--- config.mk ---
export PLATFORM = sky130hd
export DESIGN_NAME = demux_dist
export DESIGN_NICKNAME = d
export VERILOG_FILES = /design/src/rtl/demux_dist.sv
export SDC_FILE = /design/constraint.sdc
export NUM_CORES = 1
export LEC_CHECK = 0
export BUFFER_PORTS_ARGS = -buffer_cell sky130_fd_sc_hd__clkbuf_2
export CAP_MARGIN = 20
export CELL_PAD_IN_SITES_DETAIL_PLACEMENT = 1
export CELL_PAD_IN_SITES_GLOBAL_PLACEMENT = 1
export CORE_UTILIZATION = 48
export CTS_BUF_LIST = sky130_fd_sc_hd__clkbuf_2
export CTS_CLUSTER_DIAMETER = 120
export DETAILED_ROUTE_END_ITERATION = 8
export GPL_TIMING_DRIVEN = 0
export PLACE_DENSITY = 0.79
export SLEW_MARGIN = 20
export SYNTH_ARGS = -nofsm -noshare
export SYNTH_HDL_FRONTEND = slang
export SYNTH_SLANG_ARGS = --single-unit
export TNS_END_PERCENT = 5
--- constraint.sdc ---
create_clock -name clk -period 3.5 [get_ports clk]
set_clock_uncertainty 0.15 [all_clocks]
set_input_delay 0.175 -clock clk [delete_from_list [all_inputs] [get_ports clk]]
set_output_delay 0.175 -clock clk [all_outputs]
set_load 0.01 [all_outputs]
--- src/rtl/demux_dist.sv ---
// Registered 1-to-4 distributor: one valid/ready input stream fanned out to four
// independent per-channel FIFOs, each with its own valid/ready output handshake.
module demux_dist #(
    parameter int WIDTH = 8,
    parameter int DEPTH = 2
) (
    input  logic             clk,
    input  logic             rst,
    input  logic [WIDTH-1:0] in_data,
    input  logic [1:0]       in_sel,
    input  logic             in_valid,
    output logic             in_ready,
    output logic [WIDTH-1:0] A,
    output logic [WIDTH-1:0] B,
    output logic [WIDTH-1:0] C,
    output logic [WIDTH-1:0] D,
    output logic [3:0]       out_valid,
    input  logic [3:0]       out_ready,
    output logic [15:0]      acc_cnt,
    output logic [3:0]       full
);

    localparam int PW = $clog2(DEPTH);
    localparam int CW = $clog2(DEPTH + 1);

    logic [WIDTH-1:0] r_mem   [4][DEPTH];
    logic [PW-1:0]    r_wptr  [4];
    logic [PW-1:0]    r_rptr  [4];
    logic [CW-1:0]    r_count [4];
    logic [WIDTH-1:0] r_head  [4];
    logic [15:0]      r_acc;

    logic             w_accept;
    logic [3:0]       w_push;
    logic [3:0]       w_pop;
    logic [CW-1:0]    w_remain    [4];
    logic [CW-1:0]    w_nextCount [4];
    logic [PW-1:0]    w_headIdx   [4];
    logic [WIDTH-1:0] w_nextHead  [4];

    always_comb begin
        full      = 4'b0;
        out_valid = 4'b0;
        for (int ch = 0; ch < 4; ch++) begin
            full[ch]      = (r_count[ch] == CW'(DEPTH));
            out_valid[ch] = (r_count[ch] != '0);
        end
    end

    // No pop-through: a full channel refuses a push even if it drains this cycle.
    assign in_ready = ~rst & ~full[in_sel];
    assign w_accept = in_valid & in_ready;
    assign w_push   = w_accept ? (4'b0001 << in_sel) : 4'b0000;
    assign w_pop    = out_valid & out_ready;

    // If the channel is left with nothing but the incoming beat, that beat is the new head.
    always_comb begin
        for (int ch = 0; ch < 4; ch++) begin
            w_remain[ch]    = r_count[ch] - CW'(w_pop[ch]);
            w_nextCount[ch] = w_remain[ch] + CW'(w_push[ch]);
            w_headIdx[ch]   = r_rptr[ch] + PW'(w_pop[ch]);
            w_nextHead[ch]  = (w_remain[ch] == '0) ? in_data : r_mem[ch][w_headIdx[ch]];
        end
    end

    always_ff @(posedge clk) begin
        if (rst) begin
            r_acc <= '0;
            for (int ch = 0; ch < 4; ch++) begin
                r_wptr[ch]  <= '0;
                r_rptr[ch]  <= '0;
                r_count[ch] <= '0;
                r_head[ch]  <= '0;
            end
        end else begin
            if (w_accept) begin
                r_acc <= r_acc + 16'd1;
            end
            for (int ch = 0; ch < 4; ch++) begin
                if (w_push[ch]) begin
                    r_mem[ch][r_wptr[ch]] <= in_data;
                    r_wptr[ch]            <= r_wptr[ch] + PW'(1);
                end
                if (w_pop[ch]) begin
                    r_rptr[ch] <= r_rptr[ch] + PW'(1);
                end
                r_count[ch] <= w_nextCount[ch];
                // An emptied channel keeps showing its last head value.
                if (w_nextCount[ch] != '0) begin
                    r_head[ch] <= w_nextHead[ch];
                end
            end
        end
    end

    assign A       = r_head[0];
    assign B       = r_head[1];
    assign C       = r_head[2];
    assign D       = r_head[3];
    assign acc_cnt = r_acc;

endmodule
Yosys cells after proc, flatten, opt, wreduce, memory -nomap -nowiden. Memories as Yosys holds them, arrays and structs flattened. Index checks and enable logic that the tools add are counted.

Register bits after elaboration: 16. RAM bits: 112. Bits of input ports: 17. Output and inout port bits: 57. Logic and storage cells: 176. Memories: 5.

Memory list: r_mem (words 4, bits a word 16, rd ports 4, clocked after memory_dff 0, write ports 4, RTL line 26) `logic [WIDTH-1:0] r_mem [4][DEPTH];`; r_head (words 4, bits a word 8, rd ports 4, clocked after memory_dff 0, write ports 4, RTL line 30) `logic [WIDTH-1:0] r_head [4];`; r_count (words 4, bits a word 2, rd ports 4, clocked after memory_dff 0, write ports 4, RTL line 29) `logic [CW-1:0] r_count [4];`; r_rptr (words 4, bits a word 1, rd ports 4, clocked after memory_dff 0, write ports 4, RTL line 28) `logic [PW-1:0] r_rptr [4];`; r_wptr (words 4, bits a word 1, rd ports 4, clocked after memory_dff 0, write ports 4, RTL line 27) `logic [PW-1:0] r_wptr [4];`.

Add/subtract/negate cells: 21. $lt $le $gt $ge: 13. Equal/unequal tests: 4. Shift-type cells: 1. Muxes and demuxes: 86. Bitwise gates (word level): 29. Reductions and logical operators: 16.

Operator list (number): 8-bit two-way mux (24); 16-bit two-way mux (4); 1-bit two-way mux (48); 8-bit demux with 1-bit select (4); 16-bit by 1-bit adder with 16-bit output (second input constant) (1); 2-bit >= comparator (second input constant) (8); 1-bit inverter with 2-bit output (8); 1-bit OR (16); 2-bit nonzero test (8); 1-bit adder (second input constant) (8); 2-bit by 1-bit adder with 2-bit output (4); 2-bit == test (second input constant) (4); 2-bit logical NOT (4); 2-bit by 1-bit less-than comparator with 1-bit output (second input constant) (4); 2-bit two-way mux (4); 2-bit by 1-bit subtractor with 2-bit output (4); 1-bit adder (4); 4-bit AND (1); 1-bit logical AND (4); 4-bit two-way mux (1); 1-bit by 2-bit left shift with 4-bit output (first input constant) (1); 2-bit by 3-bit less-than comparator with 1-bit output (second input constant) (1); 1-bit AND (2); 1-bit binary-select mux with 2-bit select (1); 1-bit inverter (2).

Depth between registers and ports, before layout.
Depth in word-level cells: 13. Mapped depth: 11. Gate-level depth less buffers: 10.

Worst setup path before layout. No wires, ideal clock.

Path type: register to register. Start: memory r_count[3][0] in the netlist's numbering. End: memory r_head[3][0] (data pin). Setup time: 0.275 ns. Arrival time: 2.527 ns. Data required time: 3.075 ns. Slack: 0.548 ns. Cell stages (with the launch flop): 12. Buffers on the path: 1. Period minus slack after synthesis: 2.952 ns. Path through: dfxtp_1 and4b_1 or3b_2 clkbuf_1 nor2_1 nand3_1 inv_1 ha_1 xor2_1 nor2_1 nor2_1 a211oi_1.

RTL lines (RTL line): start, declared (29); end, declared (30).

==> results.md <==
- Antenna violations before repair: 0
- Fraction of layout instances using a drive strength above 1: 0.2150
- DRC violation count after routing: 0
- Area added between synthesis and finish: 17.95%
- Minimum period implied by the final worst setup slack: 3.275 ns
- Number of synthesized register bits: 128
- CTS tree: built
- Dominant cell type by area after synthesis: sky130_fd_sc_hd__edfxtp_1
- Total overflow reported by the global router: 0
- Setup TNS: 0 ns
- Floorplan die height: 107.7 um
- Net count after synthesis: 439
- Worst min path class: in -> reg
- Unrepaired setup endpoints after global routing: false
- Final layout net count: 548
- DP Cell Count: 626
- Antenna diode count: 0
- Critical path required time: 3.73 ns
- Core Rows: 38
- Core outline area: 10890 um^2
- Wire length of the first global-routing pass: 19.11 mm
- Synthesized area per cell: 12.99 um^2
- TritonCTS sink count: 128
- Initial drt markers: 157
- RR Startpoint: r_count[3][0]
- Clk Tree Root Cell: sky130_fd_sc_hd__clkbuf_2
- WP data arrival: 3.51 ns
- Worst Max-Slew Pin Slew: 0.9811 ns
- Final cell count without fillers: 675
- Final Routed Wirelength: 12.24 mm
- Post-synth top area share: 0.5820
- Destination of the worst hold path: acc_cnt[12]
- Total setup violations reported at the end of the flow: 0
- Vias per inst: 5.388
- Post-CTS Setup Bufs: 0
- All-layer global routing usage: 0.2260
- Min-Delay Startpoint: in_valid
- Half-perimeter wire length after detailed placement: 8.593 mm
- Total Die Area: 11610 um^2
- Number of vias after detailed routing: 3637
- Number of buffers on the longest clock path: 2
- Number of distinct library cells after synthesis: 32
- Leakage dissipation: 2.587 nW
- Clock insertion delay at the later pin of the skew report: 0.64 ns
- Average detailed-routed wire length per instance: 18.14 um
- Via count of the first global-routing pass: 3725
- Worst-path clk slew: 0.18 ns
- Post-detailed-route count of antenna-violating nets: 0
- Pwr/cell area: 721.4 nW/um^2
- Fmax: 0.3053 GHz
- Number of max-slew violations in the final report: 0
- Maximum number of pins on one net before global-route repair: 17
- Run status: finished clean
- Post-layout instance area: 6330 um^2
- Final estimated routing congestion in global placement: 0.7439
- Initial Utilization: 0.4929
- Setup slack on the worst flop-to-flop path: 0.22 ns
- Maximum VDD drop: 356.3 uV
- Kind of start point of the critical path: register
- Count of mapped cells out of synthesis: 413
- Final hold violations: 0
- Crit share post-route: 0.9357
- Number of I/O pins: 74
- CTS H-tree lvls: 4
- Fraction of the yosys area taken by sequential cells: 0.6715
- Area of placed instances: 5907 um^2
- Worst slew margin relative to its limit: 0.3437
- Worst Setup End Kind: register
- Combined area of all synthesized cells: 5366 um^2
- Maximum fanout encountered on the critical timing path: 10
- Yosys warning total: 0
- WHS Path Cells: 6
- Maxcap violations: 0
- Worst Path Class, Setup: reg -> reg
- Cell types occupying the most area after synthesis: sky130_fd_sc_hd__edfxtp_1 (58%), sky130_fd_sc_hd__dfxtp_1 (9.0%), sky130_fd_sc_hd__mux2i_1 (6.2%), sky130_fd_sc_hd__a211oi_1 (4.5%), sky130_fd_sc_hd__nor2_1 (4.4%)
- Worst Reg2Reg Path Length in Cells: 11
- Clock buffer count from CTS: 17
- Number of input and output port buffers inserted: 73
- Die width: 107.7 um
- Drt pass-1 iters: 4
- Destination of the worst register-to-register timing path: r_head[3][1]
==> worst max path at each step <==
stage                             start            to  slack (ns)
final                     r_count[3][0]  r_head[3][1]        0.22
after global routing      r_count[3][0]  r_head[3][1]        0.03
after CTS                 r_count[3][0]  r_head[1][2]       0.007
after detailed placement  r_count[3][0]  r_head[3][1]       -0.31
after global placement    r_count[3][0]  r_head[3][0]       -0.21
after floorplan           r_count[3][0]  r_head[3][0]        0.55
==> state kept, by name, summed over array words and instances (netlist names) <==
signal and flops:
acc_cnt 16, r_wptr 4, r_count 8, r_rptr 4, r_mem 64, r_head 32
==> power breakdown <==
part | total (W) | leakage (nW) | switching (W) | internal, W
sequential | 0.00208 | 1.20 | 0.0000958 | 0.00198
clock | 0.000867 | 0.117 | 0.000551 | 0.000317
combinational | 0.00162 | 1.27 | 0.00106 | 0.000561
total | 0.00457 | 2.59 | 0.00171 | 0.00286
==> kinds of logic (layout without fill, tap and decap cells) <==
| logic type | count (synthesis) | in the layout | share of synthesized area |
|---|---|---|---|
| muxes | 33 | 33 | 0.06155 |
| buffers and inverters | 28 | 150 | 0.01958 |
| AOI/OAI and AO/OA | 41 | 41 | 0.05549 |
| xor gates and xnor gates | 22 | 22 | 0.03591 |
| adders and majority gates | 9 | 9 | 0.02098 |
| and+or+nand+nor | 152 | 152 | 0.1350 |
| DFF | 128 | 128 | 0.6715 |
==> repair_timing <==
action                                  in CTS  in global routing
endpoints found under the setup margin      32                 32
hold endpoints to repair                   113                  0
resized for setup                            4                  3
hold buffers                                16                  0
==> routing by layer <==
layer | vias up | wire length (um) | track usage
li1 | 1723 | - | -
met2 | 92 | 6119 | 0.3901
met4 | 0 | 244 | 0.08806
met3 | 16 | 455 | 0.04600
met1 | 1806 | 5423 | 0.2772
met5 | - | 0 | 0
==> layout by cell type (no fill, tap or decap), types with 7 or more instances in the layout <==
master / instances
sky130_fd_sc_hd__a211oi_1: 32
sky130_fd_sc_hd__clkbuf_1: 11
sky130_fd_sc_hd__clkbuf_2: 90
sky130_fd_sc_hd__clkinvlp_4: 7
sky130_fd_sc_hd__dfxtp_1: 24
sky130_fd_sc_hd__dlygate4sd3_1: 16
sky130_fd_sc_hd__edfxtp_1: 104
sky130_fd_sc_hd__ha_1: 9
sky130_fd_sc_hd__inv_1: 16
sky130_fd_sc_hd__mux2i_1: 33
sky130_fd_sc_hd__nand2_1: 28
sky130_fd_sc_hd__nand2b_1: 9
sky130_fd_sc_hd__nor2_1: 58
sky130_fd_sc_hd__nor2b_1: 14
sky130_fd_sc_hd__nor3_1: 9
sky130_fd_sc_hd__xnor2_1: 13
sky130_fd_sc_hd__xor2_1: 9
==> through the flow <==
step             util  total power [W]  hold WS [ns]  setup slack [ns]
2_1_floorplan       -         0.003161        0.1080            0.5479
3_3_place_gp   0.5425         0.003601        0.3236           -0.2108
3_5_place_dp   0.5425         0.003711        0.3354           -0.3124
4_1_cts        0.5798         0.004587        0.1322          0.006824
5_1_grt        0.5814         0.004835        0.1386           0.02637
6_report       0.5814         0.004566        0.1867            0.2250
==> synth_stat cells <==
| cell type | number |
|---|---|
| sky130_fd_sc_hd__ha_1 | 9 |
| sky130_fd_sc_hd__dfxtp_1 | 24 |
| sky130_fd_sc_hd__nand4_1 | 2 |
| sky130_fd_sc_hd__o21ai_0 | 4 |
| sky130_fd_sc_hd__and3_1 | 5 |
| sky130_fd_sc_hd__edfxtp_1 | 104 |
| sky130_fd_sc_hd__and4b_1 | 1 |
| sky130_fd_sc_hd__nor3b_1 | 1 |
| sky130_fd_sc_hd__nor4_1 | 3 |
| sky130_fd_sc_hd__and4_1 | 2 |
| sky130_fd_sc_hd__clkbuf_1 | 11 |
| sky130_fd_sc_hd__nor3_1 | 9 |
| sky130_fd_sc_hd__or3b_2 | 1 |
| sky130_fd_sc_hd__mux2i_1 | 33 |
| sky130_fd_sc_hd__buf_1 | 1 |
| sky130_fd_sc_hd__or3_1 | 1 |
| sky130_fd_sc_hd__inv_1 | 16 |
| sky130_fd_sc_hd__nor2_1 | 63 |
| sky130_fd_sc_hd__nand3_1 | 4 |
| sky130_fd_sc_hd__nand2_1 | 28 |
| sky130_fd_sc_hd__a221o_1 | 1 |
| sky130_fd_sc_hd__and2_1 | 1 |
| sky130_fd_sc_hd__xor2_1 | 9 |
| sky130_fd_sc_hd__a21oi_1 | 1 |
| sky130_fd_sc_hd__xnor2_1 | 13 |
| sky130_fd_sc_hd__or4_1 | 2 |
| sky130_fd_sc_hd__a211oi_1 | 32 |
| sky130_fd_sc_hd__o31ai_1 | 3 |
| sky130_fd_sc_hd__or2_2 | 5 |
| sky130_fd_sc_hd__nand2b_1 | 9 |
| sky130_fd_sc_hd__nor4b_1 | 1 |
| sky130_fd_sc_hd__nor2b_1 | 14 |
==> critical path, cell delays in order (launching register included) <==
cell and delay (ns):
sky130_fd_sc_hd__dfxtp_1 0.41, sky130_fd_sc_hd__and4b_1 0.27, sky130_fd_sc_hd__or3b_2 0.46, sky130_fd_sc_hd__clkbuf_1 0.24
sky130_fd_sc_hd__nor2_4 0.31, sky130_fd_sc_hd__nand3_1 0.18, sky130_fd_sc_hd__inv_1 0.10, sky130_fd_sc_hd__ha_1 0.16
sky130_fd_sc_hd__xor2_1 0.21, sky130_fd_sc_hd__nor2_1 0.10, sky130_fd_sc_hd__nor2_2 0.34, sky130_fd_sc_hd__a211oi_1 0.09
==> final cells by class <==
cell class | count | area, um^2
buffer | 12 | 45.04
clock buffer | 17 | 85.08
clock inverter | 15 | 146.4
fill | 1148 | 4558
inverter | 16 | 60.06
multi-input combinational | 257 | 1682
sequential | 128 | 3603
tap | 140 | 175.2
timing repair buffer | 90 | 533.0
Power figures use the tool's default switching activity.
